===== src/rtl/operand_stage_if.sv =====
// Issue-stage bundle: decoded-instruction input, ALU operand output, write-back return and flush.
// The master side belongs to decode/ALU/write-back, the slave side to operand_stage.
interface operand_stage_if #(
    parameter int XLEN = 32,
    parameter int AW   = 5
);
    logic            id_valid;
    logic            id_ready;
    logic [AW-1:0]   id_rs1_addr;
    logic [AW-1:0]   id_rs2_addr;
    logic [AW-1:0]   id_rd_addr;
    logic            id_rd_wen;
    logic            id_use_imm;
    logic [XLEN-1:0] id_imm;
    logic [2:0]      id_ctrl;
    logic            ex_valid;
    logic            ex_ready;
    logic [XLEN-1:0] rs1;
    logic [XLEN-1:0] rs2;
    logic [2:0]      ctrl;
    logic [AW-1:0]   ex_rd_addr;
    logic            ex_rd_wen;
    logic            wb_en;
    logic [AW-1:0]   wb_addr;
    logic [XLEN-1:0] wb_data;
    logic            flush;

    modport master (
        output id_valid, id_rs1_addr, id_rs2_addr, id_rd_addr, id_rd_wen, id_use_imm, id_imm,
               id_ctrl, ex_ready, wb_en, wb_addr, wb_data, flush,
        input  id_ready, ex_valid, rs1, rs2, ctrl, ex_rd_addr, ex_rd_wen
    );

    modport slave (
        input  id_valid, id_rs1_addr, id_rs2_addr, id_rd_addr, id_rd_wen, id_use_imm, id_imm,
               id_ctrl, ex_ready, wb_en, wb_addr, wb_data, flush,
        output id_ready, ex_valid, rs1, rs2, ctrl, ex_rd_addr, ex_rd_wen
    );
endinterface


===== src/rtl/operand_stage.sv =====
// Operand issue stage: register file, pending-write scoreboard and ID/EX register feeding the ALU.
// Define OPERAND_STAGE_BYPASS_EN to forward same-cycle write-back data into the issuing operand.
module operand_stage #(
    parameter int XLEN = 32,
    parameter int REGS = 32,
    parameter int AW   = $clog2(REGS)
) (
    input  logic           clk,
    input  logic           rst_n,
    operand_stage_if.slave bus
);

    logic [XLEN-1:0] regs [REGS];
    logic [REGS-1:0] pending;
    logic [REGS-1:0] pending_nxt;

    logic            rs1_fwd;
    logic            rs2_fwd;
    logic            rs1_haz;
    logic            rs2_haz;
    logic            waw_haz;
    logic            hazard;
    logic            accept;
    logic [XLEN-1:0] rs1_val;
    logic [XLEN-1:0] rs2_val;

`ifdef OPERAND_STAGE_BYPASS_EN
    assign rs1_fwd = bus.wb_en && (bus.wb_addr == bus.id_rs1_addr);
    assign rs2_fwd = bus.wb_en && (bus.wb_addr == bus.id_rs2_addr);
`else
    assign rs1_fwd = 1'b0;
    assign rs2_fwd = 1'b0;
`endif

    // A forwarded source is no longer a hazard; the destination check never forwards.
    always_comb begin
        rs1_haz = (bus.id_rs1_addr != '0) && pending[bus.id_rs1_addr] && !rs1_fwd;
        rs2_haz = !bus.id_use_imm && (bus.id_rs2_addr != '0) && pending[bus.id_rs2_addr] && !rs2_fwd;
        waw_haz = bus.id_rd_wen && (bus.id_rd_addr != '0) && pending[bus.id_rd_addr];
    end

    assign hazard       = rs1_haz || rs2_haz || waw_haz;
    assign bus.id_ready = (!bus.ex_valid || bus.ex_ready) && !hazard && !bus.flush;
    assign accept       = bus.id_valid && bus.id_ready;

    always_comb begin
        rs1_val = '0;
        if (bus.id_rs1_addr != '0) begin
            rs1_val = rs1_fwd ? bus.wb_data : regs[bus.id_rs1_addr];
        end
    end

    always_comb begin
        rs2_val = '0;
        if (bus.id_use_imm) begin
            rs2_val = bus.id_imm;
        end else if (bus.id_rs2_addr != '0) begin
            rs2_val = rs2_fwd ? bus.wb_data : regs[bus.id_rs2_addr];
        end
    end

    // Clears first, then the accept set, so a same-index set wins over write-back.
    always_comb begin
        pending_nxt = pending;
        if (bus.wb_en) begin
            pending_nxt[bus.wb_addr] = 1'b0;
        end
        if (bus.flush && bus.ex_valid && bus.ex_rd_wen && (bus.ex_rd_addr != '0)) begin
            pending_nxt[bus.ex_rd_addr] = 1'b0;
        end
        if (accept && bus.id_rd_wen && (bus.id_rd_addr != '0)) begin
            pending_nxt[bus.id_rd_addr] = 1'b1;
        end
        pending_nxt[0] = 1'b0;
    end

    always_ff @(posedge clk or negedge rst_n) begin
        if (!rst_n) begin
            pending <= '0;
        end else begin
            pending <= pending_nxt;
        end
    end

    always_ff @(posedge clk or negedge rst_n) begin
        if (!rst_n) begin
            for (int i = 0; i < REGS; i++) begin
                regs[i] <= '0;
            end
        end else if (bus.wb_en && (bus.wb_addr != '0)) begin
            regs[bus.wb_addr] <= bus.wb_data;
        end
    end

    always_ff @(posedge clk or negedge rst_n) begin
        if (!rst_n) begin
            bus.ex_valid   <= 1'b0;
            bus.rs1        <= '0;
            bus.rs2        <= '0;
            bus.ctrl       <= '0;
            bus.ex_rd_addr <= '0;
            bus.ex_rd_wen  <= 1'b0;
        end else if (bus.flush) begin
            bus.ex_valid <= 1'b0;
        end else if (accept) begin
            bus.ex_valid   <= 1'b1;
            bus.rs1        <= rs1_val;
            bus.rs2        <= rs2_val;
            bus.ctrl       <= bus.id_ctrl;
            bus.ex_rd_addr <= bus.id_rd_addr;
            bus.ex_rd_wen  <= bus.id_rd_wen;
        end else if (bus.ex_ready) begin
            bus.ex_valid <= 1'b0;
        end
    end

endmodule


===== src/flat_wrapper.sv =====
// flat-port wrapper written by rule: the top's interface ports become plain ports
module operand_stage_flat 
#(
    parameter int XLEN = 32,
    parameter int REGS = 32,
    parameter int AW   = $clog2(REGS)
)
  (clk, rst_n, bus_id_valid, bus_id_rs1_addr, bus_id_rs2_addr, bus_id_rd_addr, bus_id_rd_wen, bus_id_use_imm, bus_id_imm, bus_id_ctrl, bus_ex_ready, bus_wb_en, bus_wb_addr, bus_wb_data, bus_flush, bus_id_ready, bus_ex_valid, bus_rs1, bus_rs2, bus_ctrl, bus_ex_rd_addr, bus_ex_rd_wen);
  operand_stage_if #(.XLEN(XLEN), .AW(AW)) bus_i ();
  input  logic clk;
  input  logic rst_n;
  input wire logic [$bits(bus_i.id_valid)-1:0] bus_id_valid;
  input wire logic [$bits(bus_i.id_rs1_addr)-1:0] bus_id_rs1_addr;
  input wire logic [$bits(bus_i.id_rs2_addr)-1:0] bus_id_rs2_addr;
  input wire logic [$bits(bus_i.id_rd_addr)-1:0] bus_id_rd_addr;
  input wire logic [$bits(bus_i.id_rd_wen)-1:0] bus_id_rd_wen;
  input wire logic [$bits(bus_i.id_use_imm)-1:0] bus_id_use_imm;
  input wire logic [$bits(bus_i.id_imm)-1:0] bus_id_imm;
  input wire logic [$bits(bus_i.id_ctrl)-1:0] bus_id_ctrl;
  input wire logic [$bits(bus_i.ex_ready)-1:0] bus_ex_ready;
  input wire logic [$bits(bus_i.wb_en)-1:0] bus_wb_en;
  input wire logic [$bits(bus_i.wb_addr)-1:0] bus_wb_addr;
  input wire logic [$bits(bus_i.wb_data)-1:0] bus_wb_data;
  input wire logic [$bits(bus_i.flush)-1:0] bus_flush;
  output wire logic [$bits(bus_i.id_ready)-1:0] bus_id_ready;
  output wire logic [$bits(bus_i.ex_valid)-1:0] bus_ex_valid;
  output wire logic [$bits(bus_i.rs1)-1:0] bus_rs1;
  output wire logic [$bits(bus_i.rs2)-1:0] bus_rs2;
  output wire logic [$bits(bus_i.ctrl)-1:0] bus_ctrl;
  output wire logic [$bits(bus_i.ex_rd_addr)-1:0] bus_ex_rd_addr;
  output wire logic [$bits(bus_i.ex_rd_wen)-1:0] bus_ex_rd_wen;
  assign bus_i.id_valid = bus_id_valid;
  assign bus_i.id_rs1_addr = bus_id_rs1_addr;
  assign bus_i.id_rs2_addr = bus_id_rs2_addr;
  assign bus_i.id_rd_addr = bus_id_rd_addr;
  assign bus_i.id_rd_wen = bus_id_rd_wen;
  assign bus_i.id_use_imm = bus_id_use_imm;
  assign bus_i.id_imm = bus_id_imm;
  assign bus_i.id_ctrl = bus_id_ctrl;
  assign bus_i.ex_ready = bus_ex_ready;
  assign bus_i.wb_en = bus_wb_en;
  assign bus_i.wb_addr = bus_wb_addr;
  assign bus_i.wb_data = bus_wb_data;
  assign bus_i.flush = bus_flush;
  assign bus_id_ready = bus_i.id_ready;
  assign bus_ex_valid = bus_i.ex_valid;
  assign bus_rs1 = bus_i.rs1;
  assign bus_rs2 = bus_i.rs2;
  assign bus_ctrl = bus_i.ctrl;
  assign bus_ex_rd_addr = bus_i.ex_rd_addr;
  assign bus_ex_rd_wen = bus_i.ex_rd_wen;
  operand_stage #(.XLEN(XLEN), .REGS(REGS), .AW(AW)) u_core (.clk(clk), .rst_n(rst_n), .bus(bus_i));
endmodule

===== config.mk =====
export PLATFORM = sky130hd
export DESIGN_NAME = operand_stage_flat
export DESIGN_NICKNAME = d
export VERILOG_FILES = /design/src/rtl/operand_stage_if.sv /design/src/rtl/operand_stage.sv /design/src/flat_wrapper.sv
export SDC_FILE = /design/constraint.sdc
export NUM_CORES = 2
export LEC_CHECK = 0
export BUFFER_PORTS_ARGS = -buffer_cell sky130_fd_sc_hd__buf_2
export CAP_MARGIN = 40
export CORE_MARGIN = 2
export CORE_UTILIZATION = 39
export CTS_BUF_LIST = sky130_fd_sc_hd__clkbuf_8
export CTS_CLUSTER_DIAMETER = 30
export DETAILED_ROUTE_END_ITERATION = 12
export PLACE_DENSITY = 0.59
export SKIP_CTS_REPAIR_TIMING = 1
export SLEW_MARGIN = 15
export SYNTH_ARGS = -nofsm -noshare
export SYNTH_HDL_FRONTEND = slang
export SYNTH_SLANG_ARGS = --single-unit

===== constraint.sdc =====
create_clock -name clk -period 2.9 [get_ports clk]
set_clock_uncertainty 0.2 [all_clocks]
set_input_delay 0.58 -clock clk [delete_from_list [all_inputs] [get_ports clk]]
set_output_delay 0.58 -clock clk [all_outputs]
set_load 0.02 [all_outputs]

Yosys cells after proc, flatten, opt, wreduce, memory -nomap -nowiden. Index checks and enable logic that the tools add are counted.

Bits in registers: 1129. Output and inout port bits: 75. Bits of input ports: 95. Logic and storage cells: 122.

Bitwise logic cells: 9. Reduce and logical (&&, ||, !) cells: 32. $lt $le $gt $ge: 12. Muxes and demuxes: 30.

Operators by type and width (number): bitwise mux 1024 bit (1); two-way mux 32 bit (11); binary-select mux 32 bit (select 5 bit) (2); demux 32 bit (select 5 bit) (1); AND 32 bit (2); inverter 32 bit (2); bitwise OR 32 bit (1); < comparator 5 x 6 -> 1 bit, second input constant (5); nonzero test 5 bit (5); greater-or-equal comparator 6 bit, second input constant (3); logical AND 1 bit (18); inverter 5 -> 6 bit (3); binary-select mux 1 bit (select 5 bit) (3); demux 1 bit (select 5 bit) (3); greater-or-equal comparator 5 x 1 -> 1 bit, second input constant (3); two-way mux 1 bit (9); < comparator 6 x 1 -> 1 bit, second input constant (1); logical NOT 1 bit (4); logical OR 1 bit (3); nonzero test 3 bit (1); AND reduction 2 bit (1); inverter 1 bit (1).

Longest topological paths before layout.
Depth after elaboration: 12. Depth in mapped cells: 10. Gate-level depth less buffers: 6.

Least setup slack after synthesis. No wires, ideal clock.

Path type: in2reg. From: input port bus_id_rs2_addr[0]. To: register u_core.bus.rs2[10]. Setup slack: -200 ps. Setup time: 128 ps. Stages: 8. Path buffers: 3. Arrival time: 2773 ps. Required time: 2572 ps. Path through: buf_2 buf_2 clkbuf_1 mux4_2 o22ai_1 nor3_1 a211o_1 mux2_1.

Word-level cells in the longest chain between the ends: 10. Elaborated cells between the ends (all ways): 18. Classes of those cells: mux (7); bitwise (1); reduce/logical (10).

Ends and longest elaborated chain: start, declared (RTL line flat_wrapper.sv:14) `input wire logic [$bits(bus_i.id_rs2_addr)-1:0] bus_id_rs2_addr;`; binary-select mux 1 bit (select 5 bit) / nonzero test 5 bit (equally long branches) (RTL line operand_stage.sv:38, operand_stage.sv:57); two-way mux 1 bit (implied by the code) / logical AND 1 bit (equally long branches) (RTL line operand_stage.sv:38) `rs2_haz = !bus.id_use_imm && (bus.id_rs2_addr != '0) && pending[bus.id_rs2_addr] && !rs2_fwd;`; logical AND 1 bit (RTL line operand_stage.sv:38); logical OR 1 bit (2 in series) (RTL line operand_stage.sv:42) `assign hazard = rs1_haz || rs2_haz || waw_haz;`; logical NOT 1 bit (RTL line operand_stage.sv:43) `assign bus.id_ready = (!bus.ex_valid || bus.ex_ready) && !hazard && !bus.flush;`; logical AND 1 bit (2 in series) (RTL line operand_stage.sv:43); logical AND 1 bit (RTL line operand_stage.sv:44) `assign accept = bus.id_valid && bus.id_ready;`; AND reduction 2 bit (no source line); end signal, assigned (RTL line operand_stage.sv:108) `bus.rs2 <= rs2_val;`; end, declared (RTL line operand_stage_if.sv:37) `output id_ready, ex_valid, rs1, rs2, ctrl, ex_rd_addr, ex_rd_wen`.

Parallel ways exist; a longest one is shown, timed or not. The select of a mux whose other input is x is not followed. A chain may end at the register's enable or synchronous reset.

Worst setup path after layout.
From: register u_core.pending[14]. To: output port bus_id_ready.

Word-level cells in the longest chain between the ends: 8. Elaborated cells between the ends (all ways): 14. Classes of those cells: mux (6); reduce/logical (8).

Ends and longest elaborated chain: start, declared (RTL line operand_stage.sv:14) `logic [REGS-1:0] pending;`; start signal, assigned (RTL line operand_stage.sv:81) `pending <= pending_nxt;`; binary-select mux 1 bit (select 5 bit) (on tied branches) (RTL line operand_stage.sv:37, operand_stage.sv:38); two-way mux 1 bit (on tied branches) (RTL line operand_stage.sv:37, operand_stage.sv:38); logical AND 1 bit (on tied branches) (RTL line operand_stage.sv:37, operand_stage.sv:38); logical OR 1 bit (RTL line operand_stage.sv:42); logical OR 1 bit * (RTL line operand_stage.sv:42); logical NOT 1 bit * (RTL line operand_stage.sv:43); logical AND 1 bit * (2 in series) (RTL line operand_stage.sv:43); end, declared (RTL line flat_wrapper.sv:25) `output wire logic [$bits(bus_i.id_ready)-1:0] bus_id_ready;`.

Every way passes the cells marked *; elsewhere a longest branch is shown, timed or not. The select of a mux whose other input is x is not followed.

==> run_results.csv <==
group,metric,value,unit
critical_path,cp_data_required_time,2.12,ns
floorplanning,die_h,395.0,um
cells_and_area,stdcell_area,72910,sq um
cts,clock-root-buffer,"clkbuf_8",
grt,overflow,0,
yosys,ys.flop_type,"dfrtp_1",
cells_and_area,fill_cells,13287,
yosys,synth_cells,4079,
timing,setup_viol_count_final,75,
cts,clock_latency,0.98,ns
yosys,synth_async_sr_flop_share,100.0,%
route,ant_nets,0,
floorplanning,start_util,39.24,%
grt,antenna_found_initial,16,
route,wl_per_cell,29.42,um
yosys,synth_top_area_share,47.40,%
cells_and_area,nets,4592,
yosys,synth.avg_cell_area,14.61,sq um
timing,final.period_utilization,130.1,%
grt,grt_use_total,24.95,%
critical_path,path_max_fanout,4,
critical_path,cp-end-kind,"output port",
cells_and_area,drive_above_1_share,55.32,%
yosys,synth_edf_count,0,
pwr,p_leak,32.23,nW
floorplanning,row_count,143,
placed_design,dpl_cell_area,65740,sq um
cts,htree_num_levels,5,
route,drc,0,
pwr,ir_drop,507.6,uV
placed_design,io_buffer_count,169,
critical_path,critical_path_arrival,2.99,ns
yosys,netlist_area,59610,sq um
pwr,power.density,726.7,nW/um^2
yosys,ys_warn_count,0,
route,num_vias,40789,
yosys,ys_ff_latch,1129,
timing,fin_ws,-0.8727,ns
timing,max_clock_freq,0.2651,GHz
cts,cts_made_buffers,284,
grt,grt_pass1_wl,288.1,mm
hold_path,holdCritPathClass,"in2reg",
placed_design,gp_congestion,0.8608,
grt,grt_pass1_vias,41831,
yosys,synth_seq_area_share,47.40,%
floorplanning,coreArea,151900,sq um
timing,fin_crit,3.773,ns
timing,tightest_slew,0.9607,ns
pwr,finalPower,52.99,mW
timing,rsz0062_at_grt,"yes",
cts,cts_tree,"built",
floorplanning,die_area,156000,sq um
outcome,status,"complete, but fails checks",
timing,slew_headroom,35.74,%
grt,grt_max_degree,118,
route,drt_iter0_drc,3323,
yosys,ys_types,50,
timing,hold_viol,0,
placed_design,dp_hpwl,120.5,mm
timing,finalMaxSlewViolations,0,
yosys,synthesis.nets,4174,
critical_path,critPathLaunchType,"flop",
cts,clk_pin_slew,0.05,ns
route,drt-total-wl,198.0,mm
cts,cts.path.max_buffers,4,
route,vias_per_cell,6.062,
floorplanning,die_w,395.0,um
floorplanning,io_pins,170,
cells_and_area,syn_to_final_growth,22.32,%
yosys,synth_area_leaders,"dfrtp_1, mux2_2, mux4_2",
cells_and_area,fin_util,48.00,%
cts,clkSinkCount,1129,
critical_path,critical_path_class,"reg2out",
outcome,failed_checks,"negative setup slack",
yosys,yosysTopAreaCell,"dfrtp_1",
route,firstDrtPassIters,6,
run,drv_cap,0,
[power breakdown]
group	switching [mW]	internal, mW	leakage (nW)
Combinational	4.28	6.13	14.5
Sequential	2.31	18.9	14.5
Clock	8.08	13.3	3.20
[state kept, by name (all words and copies together), names as in the netlist]
register	cells
u_core.pending	31
u_core.bus.ex_rd_wen	1
u_core.bus.ctrl	3
u_core.bus.rs1	32
u_core.bus.ex_valid	1
u_core.bus.ex_rd_addr	5
u_core.regs	1024
u_core.bus.rs2	32
[critical path, stage by stage (launching register included)]
cell      delay, ns
dfrtp_1        0.44
mux4_2         0.48
a222oi_1       0.39
a31oi_1        0.18
buf_4          0.17
and4b_1        0.24
buf_4          0.14
[Yosys cell counts, drive strengths merged (2+ instances only)]
cell type and instances:
and3 6, o22ai 82, and3b 2, nor2b 3, and4b 2, nand3 10
o31ai 2, o311ai 3, o32ai 3, a21oi 64, or2 3, mux2 1103
buf 141, nand2b 3, inv 7, nor3b 7, nor2 63, dfrtp 1129
nand2 52, o21ai 36, a22oi 2, o211ai 10, mux2i 290, mux4 445
clkbuf 315, or3b 6, nand3b 12, a211o 32, a31o 2, o221ai 146
nor3 86
[cells by family after synthesis]
family	after synthesis	synth area share [%]
multiplexers	1838	42.52
flip-flops	1129	47.40
buffers and inverters	464	3.241
AO/OA/AOI/OAI	389	4.719
AND/OR/NAND/NOR	259	2.124
[cell usage in the layout, fill, tap and decap left out, drive strengths merged, types with 6 or more instances in the layout]
cell type	instances
o22ai	82
inv	37
and3	6
mux2i	290
nand2	52
buf	540
clkinvlp	35
mux2	1103
dlygate4sd3	43
mux4	445
a211o	32
nor2	63
nor3b	7
bufinv	33
or3b	6
o211ai	10
diode	8
o221ai	146
nand3	10
a21oi	64
dfrtp	1129
o21ai	36
clkbuf	333
clkinv	55
nand3b	12
nor3	86
[metal layers]
metal,wire length (um),vias up,track usage [%]
met3,12110,482,4.239
met2,92310,1544,38.87
met1,85240,21974,34.63
met5,118,-,0
li1,-,16779,-
met4,8203,10,10.35
[through the flow]
step	TNS, ns	setup slack [ns]	hold WS (ns)	std cells
global placement	-25.07	-0.3708	0.1814	6185
detailed placement	-24.38	-0.3619	0.1837	6187
global route	-20.33	-1.014	-0.005324	6726
finish	-14.02	-0.8727	0.01889	6729
CTS	-0.8907	-0.8907	-0.7093	6667
floorplan	0	0.008623	0.08441	4079
[path summary, 6_finish.rpt]
kind / startpoint / endpoint / slack (ns) / cells after the start
min: bus_id_rd_addr[3] / u_core.bus.ex_rd_addr[3] / 0.02 / 3
min reg2reg: u_core.regs[1011] / u_core.regs[1011] / 0.20 / 0
min in group asynchronous: rst_n / u_core.regs[98] / 0.19 / 3
max: u_core.pending[14] / bus_id_ready / -0.87 / 6
max in group asynchronous: rst_n / u_core.pending[25] / 0.92 / 3
max reg2reg: u_core.pending[14] / u_core.bus.rs2[16] / -0.28 / 9
[final cells by class]
class                           instances  area [sq um]  area share (%)
Multi-Input combinational cell       2486         29960           41.09
Sequential cell                      1129         28250           38.75
Timing Repair Buffer                  588          5918           8.117
Clock buffer                          328          4514           6.191
Tap cell                             2030          2540           3.483
Clock inverter                        152          1674           2.296
Inverter                                8         32.53         0.04462
Antenna cell                            8         20.02         0.02746
(Power assumes the default switching activity.)
